## config.mk

```make
export PLATFORM = sky130hd
export DESIGN_NAME = booth_pp_gen
export DESIGN_NICKNAME = d
export VERILOG_FILES = /design/src/rtl/booth_pkg.sv /design/src/rtl/booth_sel.sv /design/src/rtl/booth_pp_gen.sv
export SDC_FILE = /design/constraint.sdc
export NUM_CORES = 2
export LEC_CHECK = 0
export ABC_AREA = 1
export CELL_PAD_IN_SITES_DETAIL_PLACEMENT = 2
export CELL_PAD_IN_SITES_GLOBAL_PLACEMENT = 2
export CORE_MARGIN = 2
export CORE_UTILIZATION = 30
export DETAILED_ROUTE_END_ITERATION = 6
export PLACE_DENSITY_LB_ADDON = 0.1
export REMOVE_ABC_BUFFERS = 1
export SLEW_MARGIN = 20
export SYNTH_ARGS = -nofsm -noshare
export SYNTH_HDL_FRONTEND = slang
export SYNTH_SLANG_ARGS = --single-unit
```

## constraint.sdc

```tcl
create_clock -name clk -period 3.7 [get_ports clk]
set_clock_uncertainty 0.2 [all_clocks]
set_input_delay 1.11 -clock clk [delete_from_list [all_inputs] [get_ports clk]]
set_output_delay 1.11 -clock clk [all_outputs]
set_load 0.005 [all_outputs]
```

## src/rtl/booth_pkg.sv

```systemverilog
// Shared constants, operand payload and Booth digit decode for the partial-product generator.
package booth_pkg;

  localparam int unsigned OPW = 32;
  localparam int unsigned PPW = OPW + 2;
  localparam int unsigned NPP = OPW / 2 + 1;

  typedef enum logic [2:0] {
    ZERO = 3'd0,
    P1   = 3'd1,
    P2   = 3'd2,
    M1   = 3'd3,
    M2   = 3'd4
  } booth_digit_t;

  typedef struct packed {
    logic [OPW-1:0] a;
    logic [OPW-1:0] b;
  } operand_t;

  // Radix-4 window {b[2k+1], b[2k], b[2k-1]} to signed digit; 111 folds to ZERO.
  function automatic booth_digit_t booth_decode(input logic [2:0] win);
    booth_digit_t d;
    case (win)
      3'b001, 3'b010: d = P1;
      3'b011:         d = P2;
      3'b100:         d = M2;
      3'b101, 3'b110: d = M1;
      default:        d = ZERO;
    endcase
    return d;
  endfunction

endpackage

```

## src/rtl/booth_sel.sv

```systemverilog
// One Booth digit: selects 0, a or 2a and inverts for negative digits; +1 rides on neg.
module booth_sel (
  input  logic [2:0]                    win,
  input  logic [booth_pkg::OPW-1:0]     a,
  output logic [booth_pkg::PPW-1:0]     pp,
  output logic                          neg
);
  import booth_pkg::*;

  booth_digit_t digit;
  logic [OPW:0] mag;

  // Magnitude select and conditional one's complement.
  always_comb begin
    digit = booth_decode(win);
    mag   = '0;
    neg   = 1'b0;
    case (digit)
      P1: mag = {1'b0, a};
      P2: mag = {a, 1'b0};
      M1: begin
        mag = {1'b0, a};
        neg = 1'b1;
      end
      M2: begin
        mag = {a, 1'b0};
        neg = 1'b1;
      end
      default: ;
    endcase
    pp = neg ? ~{1'b0, mag} : {1'b0, mag};
  end

endmodule

```

## src/rtl/booth_pp_gen.sv

```systemverilog
// Two-stage radix-4 Booth partial-product generator with valid/ready on both sides.
module booth_pp_gen #(
  parameter int unsigned OPW = 32,
  parameter int unsigned PPW = OPW + 2,
  parameter int unsigned NPP = OPW / 2 + 1
) (
  input  logic           clk,
  input  logic           rst_n,
  input  logic           in_valid,
  output logic           in_ready,
  input  logic [OPW-1:0] a,
  input  logic [OPW-1:0] b,
  output logic           out_valid,
  input  logic           out_ready,
  output logic [PPW-1:0] pp0,
  output logic [PPW-1:0] pp1,
  output logic [PPW-1:0] pp2,
  output logic [PPW-1:0] pp3,
  output logic [PPW-1:0] pp4,
  output logic [PPW-1:0] pp5,
  output logic [PPW-1:0] pp6,
  output logic [PPW-1:0] pp7,
  output logic [PPW-1:0] pp8,
  output logic [PPW-1:0] pp9,
  output logic [PPW-1:0] pp10,
  output logic [PPW-1:0] pp11,
  output logic [PPW-1:0] pp12,
  output logic [PPW-1:0] pp13,
  output logic [PPW-1:0] pp14,
  output logic [PPW-1:0] pp15,
  output logic [OPW-1:0] pp16,
  output logic [NPP-2:0] neg
);
  import booth_pkg::*;

  logic           s1_v;
  logic           s2_v;
  logic           s2_adv;
  operand_t       s1_ops;
  logic [OPW:0]   bx;
  logic [PPW-1:0] pp_sel [NPP-1];
  logic [NPP-2:0] neg_sel;
  logic [OPW-1:0] pp16_sel;
  logic [PPW-1:0] s2_pp [NPP-1];
  logic [OPW-1:0] s2_pp16;
  logic [NPP-2:0] s2_neg;

  // Handshake: stage 2 frees when empty or drained; stage 1 frees when empty or moving on.
  assign s2_adv    = !s2_v | out_ready;
  assign in_ready  = !s1_v | s2_adv;
  assign out_valid = s2_v;

  // Pipeline valid bits.
  always_ff @(posedge clk or negedge rst_n) begin
    if (!rst_n) begin
      s1_v <= 1'b0;
      s2_v <= 1'b0;
    end else begin
      if (in_ready) s1_v <= in_valid;
      if (s2_adv)   s2_v <= s1_v;
    end
  end

  // Stage 1 operand capture, only on an actual input transfer.
  always_ff @(posedge clk or negedge rst_n) begin
    if (!rst_n) begin
      s1_ops <= '0;
    end else if (in_valid && in_ready) begin
      s1_ops <= '{a: a, b: b};
    end
  end

  // b with the implicit b[-1] = 0 appended so every window is a plain slice.
  assign bx = {s1_ops.b, 1'b0};

  for (genvar k = 0; k < NPP - 1; k++) begin : g_sel
    booth_sel u_sel (
      .win (bx[2*k+2 : 2*k]),
      .a   (s1_ops.a),
      .pp  (pp_sel[k]),
      .neg (neg_sel[k])
    );
  end

  // Top digit can only be 0 or +1.
  assign pp16_sel = s1_ops.b[OPW-1] ? s1_ops.a : '0;

  // Stage 2 product capture; loads only real sets so bubbles never reach the outputs.
  always_ff @(posedge clk or negedge rst_n) begin
    if (!rst_n) begin
      for (int k = 0; k < int'(NPP) - 1; k++) s2_pp[k] <= '0;
      s2_pp16 <= '0;
      s2_neg  <= '0;
    end else if (s2_adv && s1_v) begin
      for (int k = 0; k < int'(NPP) - 1; k++) s2_pp[k] <= pp_sel[k];
      s2_pp16 <= pp16_sel;
      s2_neg  <= neg_sel;
    end
  end

  assign pp0  = s2_pp[0];
  assign pp1  = s2_pp[1];
  assign pp2  = s2_pp[2];
  assign pp3  = s2_pp[3];
  assign pp4  = s2_pp[4];
  assign pp5  = s2_pp[5];
  assign pp6  = s2_pp[6];
  assign pp7  = s2_pp[7];
  assign pp8  = s2_pp[8];
  assign pp9  = s2_pp[9];
  assign pp10 = s2_pp[10];
  assign pp11 = s2_pp[11];
  assign pp12 = s2_pp[12];
  assign pp13 = s2_pp[13];
  assign pp14 = s2_pp[14];
  assign pp15 = s2_pp[15];
  assign pp16 = s2_pp16;
  assign neg  = s2_neg;

endmodule

```

### Yosys cells after proc, flatten, opt, wreduce, memory -nomap -nowiden

Cells that the tools add are included.

| storage, ports and cells | value |
|---|---|
| flip-flop bits (word level) | 658 |
| input bits | 68 |
| output and inout bits | 594 |
| logic and storage cells | 344 |

| cells by class | value |
|---|---|
| equal/unequal tests | 157 |
| mux-type cells | 65 |
| bitwise gates (word level) | 18 |
| reductions and logical operators | 82 |

Operators with widths:

| cell | number |
|---|---|
| $pmux W33 S2 | 16 |
| $mux W34 | 16 |
| $not A33 Y34 | 16 |
| $eq A3 B2 Y1 const B | 62 |
| $eq A3 B3 Y1 const B | 61 |
| $pmux W3 S4 | 15 |
| $reduce_or A2 Y1 | 78 |
| $eq A3 B1 Y1 const B | 31 |
| $mux W32 | 1 |
| $mux W1 | 16 |
| $pmux W3 S3 | 1 |
| $eq A2 B2 Y1 const B | 2 |
| $eq A2 B1 Y1 const B | 1 |
| $logic_and A1 B1 Y1 | 2 |
| $logic_not A1 Y1 | 2 |
| $or A1 B1 Y1 | 2 |

### Longest topological paths before layout

| logic depth | value |
|---|---|
| depth after elaboration | 8 |
| gate-level depth with buffers | 12 |
| gate-level depth less buffers | 10 |

### Hierarchy

From an unflattened synthesis, not the netlist that was laid out.

| second synthesis, totals | value |
|---|---|
| cell total of the unflattened synthesis | 6324 |
| area total of the unflattened synthesis | 40826.7 um^2 |

By module, submodules not included:

| module | instances | cells an instance | area an instance (um^2) | seq. area each (um^2) |
|---|---|---|---|---|
| booth_pp_gen | 1 | 2852 | 25772.2 | 16465.8 |
| booth_sel | 16 | 217 | 940.9 | 0.0 |

### Least setup slack after synthesis

Ideal clock, no wire load.

| timing path | value |
|---|---|
| path type | input to output |
| start | in out_ready |
| end | out in_ready |
| arrival time | 1.261 ns |
| data required time | 2.390 ns |
| path slack | 1.129 ns |
| stages | 2 |
| path buffers | 0 |
| cells stage by stage | inv_2 > nand3_1 |

| on the way | value |
|---|---|
| cells in the longest elaborated chain, start to end | 2 |

RTL lines:

| item | line | source |
|---|---|---|
| from (decl) | booth_pp_gen.sv:14 | `input logic out_ready,` |
| $or A1 B1 Y1 | booth_pp_gen.sv:49 | `assign s2_adv = !s2_v \| out_ready;` |
| $or A1 B1 Y1 | booth_pp_gen.sv:50 | `assign in_ready = !s1_v \| s2_adv;` |
| to (decl) | booth_pp_gen.sv:10 | `output logic in_ready,` |

Every way passes these cells.

### Final worst setup path

Ends and elaborated chain as after synthesis.

==> impl_metrics.toml <==
[run_status]
outcome = "completed"

[clocking]
numCtsBuffers = 83
clock-sinks = 642
clock_latency_ns = 0.66
clockBufferDepth = 3
htree_levels = 3
postCtsResizedCells = 0
cts_setup_buffers = 0
hold_buffers = 0
path_clk_slew_ns = 0.06
cts_tree = "built"
root_buffer = "clkbuf_16"

[floorplan]
start_util_pct = 30.2
core-area_sq_um = 118000
dieWidth_um = 348
dieArea_sq_um = 121000
die_height_um = 348
rows = 126
num_io_pins = 662

[final_layout]
drive_gt1_share_pct = 7.09
utilization_pct = 39.7
finalNetCount = 5749
synthToLayoutAreaGrowth_pct = 31.5

[sta]
max_freq_mhz = 282
slew_violations = 0
min_period_over_period_pct = 95.9
worst_pin_slew_ns = 1.04
final.setup.worst_slack_ns = 0.150
rsz0062_at_grt = "false"
finalSetupViolCount = 0
finalSetupTns_ns = 0
hold_viol_final = 0
fin_hold_ws_ns = 0.169
maxSlewHeadroom_pct = 30.8
layout_min_cycle_time_ns = 3.55

[place]
dpl.hpwl_um = 128000
io_buffer_count = 661
place_ws_ns = 0.144
place.gp.congestion = 0.800

[power]
peakVddDrop_mv = 0.312
power.density_nw_per_um2 = 800
power.leakage_nw = 22.8
total_power_mw = 37.3

[route]
post_drt_wl_per_cell_um = 26.2
drt_iter0_drc = 2767
vias_per_cell = 5.40
postRouteAntennaNets = 0
drc_errors = 0
drtPass1Iterations = 5
drt-total-wl_um = 191000
vias = 39300

[global_routing]
grt_pass1_vias = 41800
grt_pass1_wl_um = 283000
grt_max_degree = 125
antenna_found_initial = 11
grt.total_usage_pct = 31.1
globalRouteOverflowTotal = 0

[synthesis]
synth_mux_area_share_pct = 0.222
yosysTopAreaCellShare_pct = 45.2
synthDistinctLibCells = 33
synth-seq-area-share_pct = 45.2
synth_top_family_by_area = "simple AND/OR/NAND/NOR gates"
synth-seq-cells = 642
syn_area_per_cell_sq_um = 6.87
synth-adder-area-share_pct = 0.141
synth_flop_cell = "dfrtp_1"
synthCells = 5173
synthSimpleGateAreaFrac_pct = 41.9
synth_compound_area_share_pct = 5.55
synth_xor_xnor_area_share_pct = 0.0247
synthTopCellsByArea = "dfrtp_1, nand2_1, nand3_1, buf_2, a21oi_1"
synth_area_leader_cell = "dfrtp_1"
synth-edff-count = 0
yosys_warnings = 0
synthArstFlopShare_pct = 100
syn_area_sq_um = 35500

[setup_path]
crit_top_cell = "clkdlybuf4s50_1"
max_stage_delay_ns = 0.51
cp-start-kind = "input pin"
crit_arrival_ns = 2.24
cp_max_fo = 3
path_cells = "clkdlybuf4s50_1 > inv_2 > nand3_1 > clkdlybuf4s50_1"
critPathKind = "input pin to output pin"
endpoint_kind = "output pin"
slowest_stage = "clkdlybuf4s50_1"
crit_required_ns = 2.39

[job]
cap_violations = 0

[hold_path]
hold_path.class = "input pin to asynchronous set/reset pin"
## power breakdown
part           internal (mW)  leakage, nW  switching [mW]
Clock                   4.78         1.32            3.49
Combinational           7.54         13.7            8.37
Sequential              9.86         7.82            3.30
Total                   22.2         22.8            15.2
## critical path: cells and delay by family
kind | cells | cell delay, ns
buffers and inverters | 3 | 1.04
AND/OR/NAND/NOR | 1 | 0.09
## layer usage
metal	part of all wire (%)	global-route usage, %
met1	44	41.7
met2	47	50.7
met3	5.2	4.81
met4	3.8	11.5
met5	0.029	0
## registers in the layout (all words and copies together), names as in the netlist
register	cells
out_valid	1
pp3	33
pp9	33
pp11	33
pp8	33
pp10	33
pp4	33
s1_ops	32
neg	15
pp14	33
pp5	33
pp16	32
pp1	33
pp0	33
pp6	33
pp13	33
pp7	33
bx	32
pp15	34
s1_v	1
pp12	33
pp2	33
## Yosys cell counts, drive strengths merged, types with 7 or more instances
master,instances
nand2,2561
nand3,901
dfrtp,642
buf,311
nor2,164
o21ai,145
a21oi,132
inv,132
clkbuf,95
o211ai,40
o31ai,30
mux2,7
## area by class of cell
class                           instances  area, sq um
Sequential cell                       642        16100
Inverter                              133          499
Timing Repair Buffer                  825         8370
Clock inverter                         17          169
Clock buffer                          132         2510
Tap cell                             1536         1920
Fill cell                           13700        71100
Antenna cell                            1         2.50
Multi-Input combinational cell       3992        17100
## layout by cell type (no fill, tap or decap), types with 2 or more instances in the layout
cell / instances
clkdlybuf4s50_1: 660
inv_1: 122
clkbuf_1: 26
a21oi_1: 124
buf_12: 41
bufinv_16: 2
a21oi_4: 2
ha_1: 4
o31ai_1: 30
a21oi_2: 6
clkinv_8: 2
nand3_1: 901
nand2_4: 2
clkinv_2: 10
dfrtp_2: 33
nand2_2: 8
o21ai_2: 7
nand2_1: 2550
nor2_4: 8
clkbuf_16: 85
o21ai_0: 122
o211ai_1: 40
nor2_2: 30
clkbuf_8: 21
o21ai_1: 15
inv_2: 10
inv_6: 3
mux2_2: 7
or2_2: 3
dfrtp_1: 609
buf_4: 123
nor2_1: 125
## final timing paths
check / end / slack, ns / start / cells after the start
hold reg to reg: pp14[13] / 0.29 / pp14[13] / 2
min in group clk: pp14[13] / 0.29 / pp14[13] / 2
hold / removal: pp11[13] / 0.17 / rst_n / 1
max in group asynchronous: pp10[6] / 2.12 / rst_n / 3
setup / recovery: in_ready / 0.15 / out_ready / 4
setup reg to reg: pp15[20] / 0.84 / bx[30] / 10
## cell families (layout without fill, tap and decap cells)
logic type / Yosys count / in the layout
mux: 7 / 7
simple gates: 3631 / 3631
buf+inv: 539 / 1107
flops: 642 / 642
fa+ha+maj: 4 / 4
compound gates: 349 / 349
xor+xnor: 1 / 1
other cells: 0 / 1
## through the flow
step | instances | area, sq um
final | 7278 | 46700
after global routing | 7277 | 46700
after CTS | 7277 | 46700
after detailed placement | 7128 | 44000
after global placement | 7128 | 44000
after floorplan | 4767 | 33600
Power figures use the tool's default switching activity.
